[config.mk]
export PLATFORM = sky130hd
export DESIGN_NAME = bist_pattern_ctrl_flat
export DESIGN_NICKNAME = d
export VERILOG_FILES = /design/src/rtl/bist_pattern_ctrl_if.sv /design/src/rtl/bist_pattern_ctrl.sv /design/src/flat_wrapper.sv
export SDC_FILE = /design/constraint.sdc
export NUM_CORES = 1
export LEC_CHECK = 0
export CAP_MARGIN = 20
export CORE_UTILIZATION = 46
export DETAILED_ROUTE_END_ITERATION = 10
export HOLD_SLACK_MARGIN = 0.06
export PLACE_DENSITY = 0.78
export SLEW_MARGIN = 20
export SYNTH_ARGS = -nofsm -noshare
export SYNTH_HDL_FRONTEND = slang
export SYNTH_SLANG_ARGS = --single-unit
[constraint.sdc]
create_clock -name CK -period 2.1 [get_ports CK]
set_input_delay 0.21 -clock CK [delete_from_list [all_inputs] [get_ports CK]]
set_output_delay 0.21 -clock CK [all_outputs]
set_load 0.1 [all_outputs]
[src/rtl/bist_pattern_ctrl_if.sv]
// BIST wrapper bus: run request, CUT pattern/response, status and signature.
// slave = BIST controller side, master = environment/CUT side.
interface bist_pattern_ctrl_if #(
  parameter int PAT_W  = 4,
  parameter int RSP_W  = 1,
  parameter int MISR_W = 16
);
  logic              start;
  logic [RSP_W-1:0]  rsp_i;
  logic [PAT_W-1:0]  pat_o;
  logic              busy;
  logic              done;
  logic [MISR_W-1:0] signature;
  logic              pass;

  modport slave (
    input  start, rsp_i,
    output pat_o, busy, done, signature, pass
  );

  modport master (
    output start, rsp_i,
    input  pat_o, busy, done, signature, pass
  );
endinterface

[src/rtl/bist_pattern_ctrl.sv]
// BIST pattern controller: LFSR patterns into a CUT, MISR over its responses.
// Ports: CK, RST (sync, high), bus (start,rsp_i,pat_o,busy,done,signature,pass).
// Optional golden compare on DONE entry: define BIST_GOLDEN_CMP_EN.
module bist_pattern_ctrl #(
  parameter int                PAT_W       = 4,
  parameter int                RSP_W       = 1,
  parameter int                LFSR_W      = 8,
  parameter logic [LFSR_W-1:0] LFSR_POLY   = 8'hB8,
  parameter logic [LFSR_W-1:0] LFSR_SEED   = 8'h01,
  parameter int                MISR_W      = 16,
  parameter logic [MISR_W-1:0] MISR_POLY   = 16'h002D,
  parameter int                N_PATTERNS  = 255,
  parameter int                INIT_CYCLES = 4,
  parameter int                RSP_LAT     = 0,
  parameter logic [MISR_W-1:0] GOLDEN_SIG  = '0
) (
  input logic CK,
  input logic RST,
  bist_pattern_ctrl_if.slave bus
);

  typedef enum logic [2:0] {
    IDLE, INIT, RUN, DRAIN, DONE
  } state_t;

  // An all-zero seed would lock the LFSR.
  localparam logic [LFSR_W-1:0] SEED =
    (LFSR_SEED == '0) ? LFSR_W'(1) : LFSR_SEED;

  localparam int CMAX =
    (N_PATTERNS > INIT_CYCLES) ?
      ((N_PATTERNS > RSP_LAT) ? N_PATTERNS : RSP_LAT) :
      ((INIT_CYCLES > RSP_LAT) ? INIT_CYCLES : RSP_LAT);
  localparam int CNT_W = $clog2(CMAX + 1);

  state_t            state, state_n;
  logic [CNT_W-1:0]  cnt, cnt_n;
  logic [LFSR_W-1:0] lfsr, lfsr_n;
  logic [MISR_W-1:0] misr, misr_n;
  logic [PAT_W-1:0]  pat_q, pat_n;
  logic              busy_q, done_q;
  logic              run_v, dvalid;

  function automatic logic [LFSR_W-1:0] lfsr_step(
    input logic [LFSR_W-1:0] l
  );
    return l[0] ? ((l >> 1) ^ LFSR_POLY) : (l >> 1);
  endfunction

  function automatic logic [MISR_W-1:0] misr_step(
    input logic [MISR_W-1:0] m,
    input logic [RSP_W-1:0]  r
  );
    logic [MISR_W-1:0] fb;
    fb = m[MISR_W-1] ? MISR_POLY : '0;
    return (m << 1) ^ fb ^ MISR_W'(r);
  endfunction

  // Valid bit marks RUN cycles; delayed by RSP_LAT it
  // marks the cycles whose rsp_i belongs to a pattern.
  assign run_v = (state == RUN);

  generate
    if (RSP_LAT == 0) begin : g_nolat
      assign dvalid = run_v;
    end else begin : g_lat
      logic [RSP_LAT-1:0] vpipe;
      always_ff @(posedge CK) begin
        if (RST) vpipe <= '0;
        else     vpipe <= (vpipe << 1) | RSP_LAT'(run_v);
      end
      assign dvalid = vpipe[RSP_LAT-1];
    end
  endgenerate

  logic last_init, last_run, last_drain;
  assign last_init  = (cnt == CNT_W'(INIT_CYCLES - 1));
  assign last_run   = (cnt == CNT_W'(N_PATTERNS - 1));
  assign last_drain = (cnt == CNT_W'(RSP_LAT - 1));

  always_comb begin
    state_n = state;
    cnt_n   = cnt;
    unique case (state)
      IDLE, DONE: begin
        if (bus.start) begin
          state_n = INIT;
          cnt_n   = '0;
        end
      end
      INIT: begin
        if (last_init) begin
          state_n = RUN;
          cnt_n   = '0;
        end else begin
          cnt_n = cnt + 1'b1;
        end
      end
      RUN: begin
        if (last_run) begin
          state_n = (RSP_LAT == 0) ? DONE : DRAIN;
          cnt_n   = '0;
        end else begin
          cnt_n = cnt + 1'b1;
        end
      end
      DRAIN: begin
        if (last_drain) begin
          state_n = DONE;
          cnt_n   = '0;
        end else begin
          cnt_n = cnt + 1'b1;
        end
      end
      default: state_n = IDLE;
    endcase
  end

  // Outputs are computed from the next state so that
  // pat_o/busy/done change together with the state.
  always_comb begin
    lfsr_n = lfsr;
    misr_n = misr;
    pat_n  = '0;
    if (state_n == INIT) begin
      lfsr_n = SEED;
      misr_n = '0;
    end else begin
      if (dvalid) misr_n = misr_step(misr, bus.rsp_i);
      if (state_n == RUN) begin
        pat_n  = lfsr[PAT_W-1:0];
        lfsr_n = lfsr_step(lfsr);
      end
    end
  end

  always_ff @(posedge CK) begin
    if (RST) begin
      state  <= IDLE;
      cnt    <= '0;
      lfsr   <= SEED;
      misr   <= '0;
      pat_q  <= '0;
      busy_q <= 1'b0;
      done_q <= 1'b0;
    end else begin
      state  <= state_n;
      cnt    <= cnt_n;
      lfsr   <= lfsr_n;
      misr   <= misr_n;
      pat_q  <= pat_n;
      busy_q <= (state_n == INIT) || (state_n == RUN) ||
                (state_n == DRAIN);
      done_q <= (state_n == DONE);
    end
  end

`ifdef BIST_GOLDEN_CMP_EN
  logic pass_q;
  always_ff @(posedge CK) begin
    if (RST)                    pass_q <= 1'b0;
    else if (state_n != DONE)   pass_q <= 1'b0;
    else if (state != DONE)     pass_q <= (misr_n == GOLDEN_SIG);
  end
  assign bus.pass = pass_q;
`else
  // Keeps GOLDEN_SIG referenced; no comparator is built.
  logic unused_golden;
  assign unused_golden = ^GOLDEN_SIG;
  assign bus.pass      = 1'b0;
`endif

  assign bus.pat_o     = pat_q;
  assign bus.busy      = busy_q;
  assign bus.done      = done_q;
  assign bus.signature = misr;

endmodule

[src/flat_wrapper.sv]
// flat-port wrapper written by rule: the top's interface ports become plain ports
module bist_pattern_ctrl_flat 
#(
  parameter int                PAT_W       = 4,
  parameter int                RSP_W       = 1,
  parameter int                LFSR_W      = 8,
  parameter logic [LFSR_W-1:0] LFSR_POLY   = 8'hB8,
  parameter logic [LFSR_W-1:0] LFSR_SEED   = 8'h01,
  parameter int                MISR_W      = 16,
  parameter logic [MISR_W-1:0] MISR_POLY   = 16'h002D,
  parameter int                N_PATTERNS  = 255,
  parameter int                INIT_CYCLES = 4,
  parameter int                RSP_LAT     = 0,
  parameter logic [MISR_W-1:0] GOLDEN_SIG  = '0
)
  (CK, RST, bus_start, bus_rsp_i, bus_pat_o, bus_busy, bus_done, bus_signature, bus_pass);
  bist_pattern_ctrl_if #(.PAT_W(PAT_W), .RSP_W(RSP_W), .MISR_W(MISR_W)) bus_i ();
  input logic CK;
  input logic RST;
  input wire logic [$bits(bus_i.start)-1:0] bus_start;
  input wire logic [$bits(bus_i.rsp_i)-1:0] bus_rsp_i;
  output wire logic [$bits(bus_i.pat_o)-1:0] bus_pat_o;
  output wire logic [$bits(bus_i.busy)-1:0] bus_busy;
  output wire logic [$bits(bus_i.done)-1:0] bus_done;
  output wire logic [$bits(bus_i.signature)-1:0] bus_signature;
  output wire logic [$bits(bus_i.pass)-1:0] bus_pass;
  assign bus_i.start = bus_start;
  assign bus_i.rsp_i = bus_rsp_i;
  assign bus_pat_o = bus_i.pat_o;
  assign bus_busy = bus_i.busy;
  assign bus_done = bus_i.done;
  assign bus_signature = bus_i.signature;
  assign bus_pass = bus_i.pass;
  bist_pattern_ctrl #(.PAT_W(PAT_W), .RSP_W(RSP_W), .LFSR_W(LFSR_W), .LFSR_POLY(LFSR_POLY), .LFSR_SEED(LFSR_SEED), .MISR_W(MISR_W), .MISR_POLY(MISR_POLY), .N_PATTERNS(N_PATTERNS), .INIT_CYCLES(INIT_CYCLES), .RSP_LAT(RSP_LAT), .GOLDEN_SIG(GOLDEN_SIG)) u_core (.CK(CK), .RST(RST), .bus(bus_i));
endmodule
==> run metrics <==
summed area of non-filler cells in the final layout 0.00220 mm²; final max-slew violation count 0; largest net degree at the start of global routing 24; per-instance average area after synthesis 8.89 µm²; worst setup path startpoint u_core.cnt[1]; CTS Buf Count 5; leading cell type in the layout, fill and taps excluded dfxtp_1; clock slew at reported path FFs 90 ps; Starting Density 48.6%; I/O pin total 27; run status completed; die extent in y 64.6 µm; vias per cell 5.50; required time at the worst-slack endpoint 2280 ps; predominant post-synthesis flop cell dfxtp_1; crit path time final 1910 ps; total die area 0.00418 mm²; number of cells traversed by the worst register-to-register path 5; startpoint of the worst register-to-register path u_core.cnt[1]; detailed placer's ending HPWL 2.62 mm; asr flop ratio synth 0%; wire length after detailed routing 3.81 mm; vias after detailed routing 1540; Cell Area, Placed 0.00208 mm²; proportion of synthesized chip area in sequential cells 45.5%; flop2flop setup slack 190 ps; number of routed nets with antenna violations 0; site row count 22; count of input and output buffers 25; core region area 0.00372 mm²; period utilization 90.7%; critical path data arrival time 2090 ps; final worst setup slack 195 ps; warnings from Yosys 0; layout cell share with drive strength beyond 1 19.8%; clock tree from TritonCTS yes; level count of the clock H-tree 2; highest-count cells in the layout ignoring fill and taps dfxtp_1, nand2_1, buf_4, a21oi_1, nand3_1; peak supply drop 0.000459 V; initial antenna violation count 0; total iterations of the first detailed-routing run 4; number of DRC violations after detailed-routing iteration 0 102; area growth from synthesis to layout 22.1%; worst hold path class register to register; Hold Violations, Final 0; weighted congestion at the end of routability-driven global placement 0.929; standby leakage power 0.000808 µW; die width 64.6 µm; P per Cell Area 717 mW/mm²; Post-CTS Hold Buffers 0; aggregate negative setup slack 0 ps; worst-skew pair later-pin latency 300 ps; netlist area before placement 0.00180 mm²; cell at the root of the clock tree clkbuf_8; worst flop-to-flop path endpoint u_core.cnt[7]; Finish-stage setup viols 0; overflow left after global routing 0; Fmax 525 MHz; number of nets in the synthesized netlist 209; number of flops mapped to enable cells by yosys 0; setup repair after global routing missed its margin false; total routing resource utilization after global routing 19.4%; final net count 237; number of register bits inferred by synthesis 41; count of antenna diodes in the layout 0; pre-CTS setup slack 181 ps; number of distinct standard cells referenced by the synthesized netlist 41; number of global-route vias before repair 1331; post-route DRC violation count 0; clock net sink count 41; Min-Delay Startpoint u_core.lfsr[7]; kind of capture point of the worst setup path register; Fin Clk Skew 11.2 ps; maximum fanout count along the critical path 7; Critical Path Sink u_core.cnt[7]; max-capacitance violation count 0; maximum count of clock buffers along a single path 2; crit path launch type register; cell count after synthesis 203; critical path start-end classification register to register; global-route wire length before repair 6.20 mm; routed wire length per instance 13.6 µm
==> sequential cells by signal, summed over array words and instances, names as in the netlist <==
name                  flops
u_core.cnt                8
u_core.bus.busy           1
u_core.bus.pat_o          4
u_core.state              3
u_core.lfsr               8
u_core.bus.done           1
u_core.bus.signature     16
==> repair_timing <==
action	in CTS	in global routing
hold endpoints to repair	0	0
setup buffers	0	0
gates resized for setup	0	1
endpoints found under the setup margin	0	2
==> area by class of cell <==
type	count	area [µm²]
Clock buffer	6	82.6
Clock inverter	2	37.5
Fill cell	308	1510
Inverter	3	11.3
Multi-Input combinational cell	146	915
Sequential cell	41	821
Tap cell	48	60.1
Timing Repair Buffer	34	275
==> per-layer routing <==
layer	up-vias	global-route usage (%)	routed length, µm
met5	-	0	0
li1	778	-	-
met2	38	28.3	1720
met1	717	27.5	1850
met3	7	4.23	182
met4	0	7.50	59
==> logic make-up (layout without fill, tap and decap cells) <==
logic type,count (synthesis),in the layout,synth area share [%]
AND/OR/NAND/NOR,83,83,22.7
flip-flops,41,41,45.5
other,1,1,0.208
buffers and inverters,16,45,4.44
AO/OA/AOI/OAI,49,49,20.3
multiplexers,1,1,0.555
adder cells (fa/ha/maj),2,2,1.39
XOR/XNOR,10,10,4.85
==> cells in the mapped netlist, types with 2 or more instances <==
master	instances	area (µm²)
dfxtp_1	41	821
nand2_1	30	113
a21oi_1	24	120
nand3_1	12	60.1
and3_1	10	62.6
nor2_1	10	37.5
clkbuf_1	8	30.0
nor3_1	7	35.0
xnor2_1	5	43.8
xor2_1	5	43.8
a211oi_1	4	30.0
o21ai_0	4	20.0
and2_1	3	18.8
o32ai_1	3	26.3
a2111oi_4	2	55.1
a32o_1	2	20.0
a41o_1	2	20.0
buf_6	2	22.5
ha_1	2	25.0
inv_1	2	7.51
nand3b_1	2	15.0
nor3b_1	2	15.0
o2111a_1	2	22.5
o21ai_1	2	10.0
==> worst min path at each step <==
stage	slack (ps)	end	cells after the start
after global placement	450	u_core.lfsr[7]	2
after detailed placement	450	u_core.lfsr[7]	2
after CTS	470	u_core.lfsr[7]	2
after global routing	490	u_core.bus.signature[15]	2
final	460	u_core.lfsr[7]	2
after floorplan	410	u_core.bus.signature[0]	2
==> report_power, final <==
part | total (µW) | internal (µW) | leakage (µW) | switching (µW)
sequential | 792 | 784 | 0.000331 | 8.39
combinational | 118 | 40.0 | 0.000419 | 78.0
clock | 668 | 386 | 0.0000574 | 281
==> metrics by stage <==
stage	hold slack [ps]	cells	util (%)	power [µW]
2_1_floorplan	414	203	-	894
3_3_place_gp	451	272	55.9	927
3_5_place_dp	455	272	55.9	927
4_1_cts	465	280	59.1	1580
5_1_grt	491	280	59.3	1630
6_report	464	280	59.3	1580
==> critical path, cell delays in order, from the launching register on <==
cell,delay (ps)
dfxtp_1,410
ha_1,290
nor4b_2,310
a21bo_2,260
and3_1,380
o32ai_1,140
Power figures use the tool's default switching activity.
